## src/rtl/mem_arb_pkg.sv

```systemverilog
// Shared types and constants for the two-requester memory arbiter.
// Each handshake channel is a packed payload struct carrying its own vld bit;
// the matching rdy travels on a separate scalar port in the opposite direction.
package mem_arb_pkg;

    localparam int RV_AW   = 32;          // memory address width
    localparam int RV_XLEN = 32;          // data / instruction width
    localparam int RV_PCW  = 32;          // program counter width
    localparam int STRB_W  = RV_XLEN / 8; // byte strobes per word

    localparam logic [STRB_W-1:0] MEM_STRB_ALL = '1;

    // Originator of an issued memory transaction.
    typedef enum logic {
        SRC_FCH  = 1'b0,
        SRC_LDST = 1'b1
    } mem_src_e;

    typedef struct packed {
        logic              vld;
        logic [RV_PCW-1:0] pc;
    } fch_req_if_t;

    typedef struct packed {
        logic               vld;
        logic [RV_XLEN-1:0] ir;
    } fch_rsp_if_t;

    typedef struct packed {
        logic               vld;
        logic [RV_AW-1:0]   addr;
        logic               st;
        logic [RV_XLEN-1:0] data;
        logic [STRB_W-1:0]  strobe;
    } ldst_req_if_t;

    typedef struct packed {
        logic               vld;
        logic [RV_XLEN-1:0] data;
        logic               ok;
    } ldst_rsp_if_t;

    // Fetch addresses are the pc, zero-extended or truncated to the bus width.
    function automatic logic [RV_AW-1:0] pc_to_addr(input logic [RV_PCW-1:0] pc);
        return RV_AW'(pc);
    endfunction

endpackage

```

## src/rtl/mem_arb_ord_fifo.sv

```systemverilog
// Order FIFO: remembers which requester owns each outstanding memory
// transaction, in issue order, so in-order responses can be steered back.
module mem_arb_ord_fifo
    import mem_arb_pkg::*;
#(
    parameter  int DEPTH = 2,
    localparam int CNT_W = $clog2(DEPTH + 1),
    localparam int PTR_W = (DEPTH > 1) ? $clog2(DEPTH) : 1
) (
    input  logic             clk,
    input  logic             rst_n,
    input  logic             push,
    input  mem_src_e         push_src,
    input  logic             pop,
    output logic             full,
    output logic             empty,
    output mem_src_e         head,
    output logic [CNT_W-1:0] cnt
);

    mem_src_e         slots [DEPTH];
    logic [PTR_W-1:0] wr_ptr;
    logic [PTR_W-1:0] rd_ptr;

    // Pointers wrap modulo DEPTH, which need not be a power of two.
    function automatic logic [PTR_W-1:0] ptr_inc(input logic [PTR_W-1:0] p);
        return (p == PTR_W'(DEPTH - 1)) ? '0 : p + PTR_W'(1);
    endfunction

    // Capture the source tag of each accepted transaction.
    // NOTE: storage has no reset; an entry is only read after it was written, and cnt guards validity.
    always_ff @(posedge clk) begin
        if (push) begin
            slots[wr_ptr] <= push_src;
        end
    end

    // Pointer and occupancy bookkeeping; push and pop together leave cnt unchanged.
    // NOTE: non-blocking assignments so every flop samples pre-edge values regardless of statement order.
    always_ff @(posedge clk or negedge rst_n) begin
        if (!rst_n) begin
            wr_ptr <= '0;
            rd_ptr <= '0;
            cnt    <= '0;
        end else begin
            if (push) wr_ptr <= ptr_inc(wr_ptr);
            if (pop)  rd_ptr <= ptr_inc(rd_ptr);
            unique case ({push, pop})
                2'b10:   cnt <= cnt + CNT_W'(1);
                2'b01:   cnt <= cnt - CNT_W'(1);
                default: cnt <= cnt;
            endcase
        end
    end

    assign full  = (cnt == CNT_W'(DEPTH));
    assign empty = (cnt == '0);
    assign head  = slots[rd_ptr];

endmodule

```

## src/rtl/mem_arb.sv

```systemverilog
// Two-requester memory arbiter: fetch and load/store share one memory port.
// Fetches become word loads, conflicts resolve round-robin, a stalled request
// keeps its grant until accepted, and in-order responses are steered back to
// their originator using the order FIFO.
module mem_arb
    import mem_arb_pkg::*;
#(
    parameter  int MAX_OUTST = 2,
    localparam int CNT_W     = $clog2(MAX_OUTST + 1)
) (
    input  logic             clk,
    input  logic             rst_n,
    input  fch_req_if_t      fch_req,
    output logic             fch_req_rdy,
    output fch_rsp_if_t      fch_rsp,
    input  logic             fch_rsp_rdy,
    input  ldst_req_if_t     ls_req,
    output logic             ls_req_rdy,
    output ldst_rsp_if_t     ls_rsp,
    input  logic             ls_rsp_rdy,
    output ldst_req_if_t     mem_req,
    input  logic             mem_req_rdy,
    input  ldst_rsp_if_t     mem_rsp,
    output logic             mem_rsp_rdy,
    output logic             fch_err,
    output logic [CNT_W-1:0] outst_cnt
);

    logic     lock;
    mem_src_e lock_src;
    mem_src_e rr_last;
    mem_src_e sel_src;
    logic     issue_vld;
    logic     issue_hs;
    logic     rsp_hs;
    logic     ord_full;
    logic     ord_empty;
    mem_src_e ord_head;

    // Pick the source: a held grant wins, else the lone requester, else the one not granted last.
    // NOTE: every output of a combinational block gets a default first so no path infers a latch.
    always_comb begin
        sel_src = SRC_FCH;
        if (lock) begin
            sel_src = lock_src;
        end else if (fch_req.vld && ls_req.vld) begin
            sel_src = (rr_last == SRC_LDST) ? SRC_FCH : SRC_LDST;
        end else if (ls_req.vld) begin
            sel_src = SRC_LDST;
        end
    end

    // Full is taken from the registered count only, so a pop frees a slot next cycle.
    assign issue_vld = (fch_req.vld | ls_req.vld) & ~ord_full;
    assign issue_hs  = issue_vld & mem_req_rdy;

    // Build the outgoing packet: forward the LSU request or turn the fetch into a word load.
    always_comb begin
        mem_req = ls_req;
        if (sel_src == SRC_FCH) begin
            mem_req.addr   = pc_to_addr(fch_req.pc);
            mem_req.st     = 1'b0;
            mem_req.data   = '0;
            mem_req.strobe = MEM_STRB_ALL;
        end
        mem_req.vld = issue_vld;
    end

    assign fch_req_rdy = issue_hs & (sel_src == SRC_FCH);
    assign ls_req_rdy  = issue_hs & (sel_src == SRC_LDST);

    // Hold the grant across memory back-pressure; remember the winner on handshake.
    always_ff @(posedge clk or negedge rst_n) begin
        if (!rst_n) begin
            lock     <= 1'b0;
            lock_src <= SRC_FCH;
            rr_last  <= SRC_LDST;
        end else if (issue_hs) begin
            lock    <= 1'b0;
            rr_last <= sel_src;
        end else if (issue_vld) begin
            lock     <= 1'b1;
            lock_src <= sel_src;
        end
    end

    mem_arb_ord_fifo #(
        .DEPTH (MAX_OUTST)
    ) u_ord_fifo (
        .clk      (clk),
        .rst_n    (rst_n),
        .push     (issue_hs),
        .push_src (sel_src),
        .pop      (rsp_hs),
        .full     (ord_full),
        .empty    (ord_empty),
        .head     (ord_head),
        .cnt      (outst_cnt)
    );

    // Steer the in-order response to the owner of the oldest outstanding transaction.
    always_comb begin
        fch_rsp     = '0;
        ls_rsp      = '0;
        mem_rsp_rdy = 1'b0;
        fch_rsp.ir  = mem_rsp.data;
        ls_rsp.data = mem_rsp.data;
        ls_rsp.ok   = mem_rsp.ok;
        if (!ord_empty) begin
            if (ord_head == SRC_FCH) begin
                fch_rsp.vld = mem_rsp.vld;
                mem_rsp_rdy = fch_rsp_rdy;
            end else begin
                ls_rsp.vld  = mem_rsp.vld;
                mem_rsp_rdy = ls_rsp_rdy;
            end
        end
    end

    assign rsp_hs  = mem_rsp.vld & mem_rsp_rdy;
    assign fch_err = fch_rsp.vld & fch_rsp_rdy & ~mem_rsp.ok;

endmodule

```

## config.mk

```make
export PLATFORM = sky130hd
export DESIGN_NAME = mem_arb
export DESIGN_NICKNAME = d
export VERILOG_FILES = /design/src/rtl/mem_arb_pkg.sv /design/src/rtl/mem_arb_ord_fifo.sv /design/src/rtl/mem_arb.sv
export SDC_FILE = /design/constraint.sdc
export NUM_CORES = 1
export LEC_CHECK = 0
export CORE_AREA = 5 5 107 109
export CTS_CLUSTER_SIZE = 12
export DETAILED_ROUTE_END_ITERATION = 16
export DIE_AREA = 0 0 112 114
export GPL_ROUTABILITY_DRIVEN = 0
export PLACE_DENSITY = 0.68
export SYNTH_ARGS = -nofsm -noshare
export SYNTH_HDL_FRONTEND = slang
export SYNTH_SLANG_ARGS = --single-unit
```

## constraint.sdc

```tcl
create_clock -name clk -period 2.04 [get_ports clk]
set_input_delay 0.306 -clock clk [delete_from_list [all_inputs] [get_ports clk]]
set_output_delay 0.306 -clock clk [all_outputs]
set_load 0.05 [all_outputs]
```

==> metrics.md <==
| Metric | Value |
|---|---|
| Outcome | `finished, violations left` |
| Failing checks | `setup timing` |
| RSZ-0062 raised after global routing | `yes` |
| Routed vias | `1797` |
| # nets final | `471` |
| Worst skew pair latency | `0.23 ns` |
| Final WS setup | `-0.0620 ns` |
| Crit path launch | `rr_last` |
| Crit path arrival time | `1.80 ns` |
| Wire per inst | `17.4 um` |
| Top-area cell type share of the netlist area | `30.1%` |
| Share of layout cells above drive strength 1 | `45.9%` |
| Core ar. | `10500 um2` |
| Mapped cell area | `1650 um2` |
| Final setup viols | `39` |
| Effective utilization at floorplan | `15.7%` |
| Post-synth ARST share | `77.8%` |
| Reg power frac | `5.6%` |
| CP Capture Type | `primary output` |
| Primary FF master, synth | `dfrtp_1` |
| CTS tree | `yes` |
| Overflow after GRT | `0` |
| Max-slew violations | `0` |
| # hold bufs at CTS | `0` |
| Power, Total | `0.00674 W` |
| CP Launch Type | `flip-flop` |
| Lkg Pwr | `1.86 nW` |
| DP HPWL | `6030 um` |
| Port bufs | `188` |
| Rows | `38` |
| Max Freq | `476 MHz` |
| Post-layout util | `39.9%` |
| # diodes | `0` |
| Setup CP Type | `reg2out` |
| Area Overhead vs Synth | `155%` |
| Number of antenna violations at the first check in global routing | `0` |
| Routed Antenna Nets | `0` |
| Clock Path Buffers | `2` |
| Final period util | `103%` |
| Sw Share | `48.9%` |
| Worst vdd ir | `0.749 mV` |
| Most frequent cells in the layout | `clkdlybuf4s50_1 (108), buf_12 (48), buf_6 (33)` |
| Skew final | `0.00360 ns` |
| CTS H-tree lvls | `1` |
| Die area | `12800 um2` |
| Hold Violations, Final | `0` |
| Tightest Pin Transition | `0.538 ns` |
| Die Height | `114 um` |
| DRT Wirelength | `8130 um` |
| Num ports | `285` |
| Synth area leader | `buf_4` |
| Switching power | `0.00329 W` |
| Required time of the critical path | `1.73 ns` |
| Reg2reg start | `u_ord_fifo.rd_ptr` |
| Power share of the clock group | `3.1%` |
| Setup TNS | `-1.45 ns` |
| Crit-path max FO | `8` |
| YS warnings | `0` |
| Min cycle time layout | `2.10 ns` |
| CTS sink count | `9` |
| CTS Buf Count | `3` |
| Int Power | `0.00345 W` |
| DR DRC count | `0` |
| Vias in the first global route | `2030` |
| Root Buffer | `clkbuf_8` |
| Max_cap viols | `0` |
| Mapped Cells | `189` |
| Tot GR Track Use | `11.2%` |
| Normalized max-slew margin | `63.8%` |
| Synth top area cells | `buf_4 (30%), mux2_2 (23%), and2_1 (13%)` |
| Largest net degree at the start of global routing | `22` |
| Die Wd | `112 um` |
| #FFs+latches synth | `9` |
| First-pass DRT Iterations | `4` |
| Count of different cell masters after synthesis | `28` |
| Synth Net Count | `332` |
| Commonest non-fill, non-tap cell in the layout | `clkdlybuf4s50_1` |
| Avg Cell Area, Syn | `8.72 um2` |
| DR iter-0 viols | `32` |
| Combinational fraction of design power | `91.3%` |
| Post-synthesis sequential area ratio | `14.4%` |
| Global-route wire length before repair | `11200 um` |
| Vias per inst | `3.85` |
| Post-synth EDFFs | `2` |
| Worst Hold Class | `in2async` |
| Clock transition at path regs | `0.05 ns` |
| Pwr/cell area | `1610 nW/um2` |
[layout make-up]
type	instances	area, um2
clock inverter	1	5.00
clock buffer	3	41.3
tap	140	175
multi-input combinational	102	1020
inverter	3	13.8
fill	1016	6310
timing repair buffer	209	2700
sequential	9	236
[worst max-delay path: stages (launching register included)]
cell	delay, ns
dfstp_2	0.53
a21bo_1	0.12
o21a_4	0.17
buf_12	0.14
buf_16	0.14
mux2_4	0.32
buf_12	0.15
[cell families (layout without fill, tap and decap cells)]
group                      count (synthesis)  after routing  synth area share (%)
DFF                                        9              9                  14.4
adders and majority gates                  1              1                 0.759
and+or+nand+nor                           51             51                  17.8
AOI/OAI and AO/OA                          9              9                  5.09
buffers and inverters                     78            216                  34.9
muxes                                     36             36                  24.4
xor gates and xnor gates                   5              5                  2.66
[worst paths after layout]
path | endpoint | slack [ns] | cells past startpoint
worst min-delay path | u_ord_fifo.cnt[1] | 0.34 | 1
worst min register to register | u_ord_fifo.wr_ptr | 0.50 | 1
max in group asynchronous | rr_last | 1.40 | 1
min in group clk | u_ord_fifo.wr_ptr | 0.50 | 1
worst max register to register | u_ord_fifo.cnt[1] | 0.32 | 5
worst max-delay path | mem_req[61] | -0.06 | 6
[power groups by stage]
| stage | combinational [W] | sequential, W | clock, W |
|---|---|---|---|
| 5_1_grt | 0.00641 | 0.000391 | 0.000224 |
| 3_3_place_gp | 0.00492 | 0.000367 | 0 |
| 4_1_cts | 0.00598 | 0.000376 | 0.000218 |
| 3_5_place_dp | 0.00495 | 0.000372 | 0 |
| 2_1_floorplan | 0.00320 | 0.000403 | 0 |
| 6_report | 0.00615 | 0.000378 | 0.000208 |
[sequential cells by signal, summed over array words and instances, names as in the netlist]
signal / flops
u_ord_fifo.slots: 2
lock_src: 1
rr_last: 1
lock: 1
u_ord_fifo.cnt: 2
u_ord_fifo.wr_ptr: 1
u_ord_fifo.rd_ptr: 1
[per-layer routing]
layer  global-route usage, %  part of all wire (%)  vias up
met1                    11.8                    34      821
met4                    4.17                   3.1        0
li1                        -                     -      827
met2                    20.3                    53      114
met5                       0                     0        -
met3                    4.35                   9.9       35
[stage by stage]
step,hold slack (ns),area (um2),setup slack [ns],std cells
after floorplan,0.0104,1670,-0.149,189
after global placement,0.476,3580,-0.164,449
after detailed placement,0.492,3580,-0.174,449
after CTS,0.349,4090,-0.107,464
after global routing,0.374,4190,-0.120,467
final,0.341,4190,-0.0620,467
[repair_timing]
action | 4_1_cts | 5_1_grt
resized for setup | 80 | 12
hold endpoints to repair | 0 | 0
pin swaps | 2 | 4
setup endpoints to repair | 70 | 72
setup buffers | 7 | 0
cloned | 4 | 3
[synthesized netlist by cell type (all sizes together), types with 2 or more instances]
| cell type | count |
|---|---|
| buf | 72 |
| and2 | 33 |
| mux2 | 33 |
| nor2 | 10 |
| dfrtp | 6 |
| nand2b | 4 |
| xnor2 | 4 |
| clkbuf | 3 |
| inv | 3 |
| mux2i | 3 |
| edfxtp | 2 |
| o211ai | 2 |
| o21a | 2 |
No activity file was read; power rests on OpenSTA's default activity.
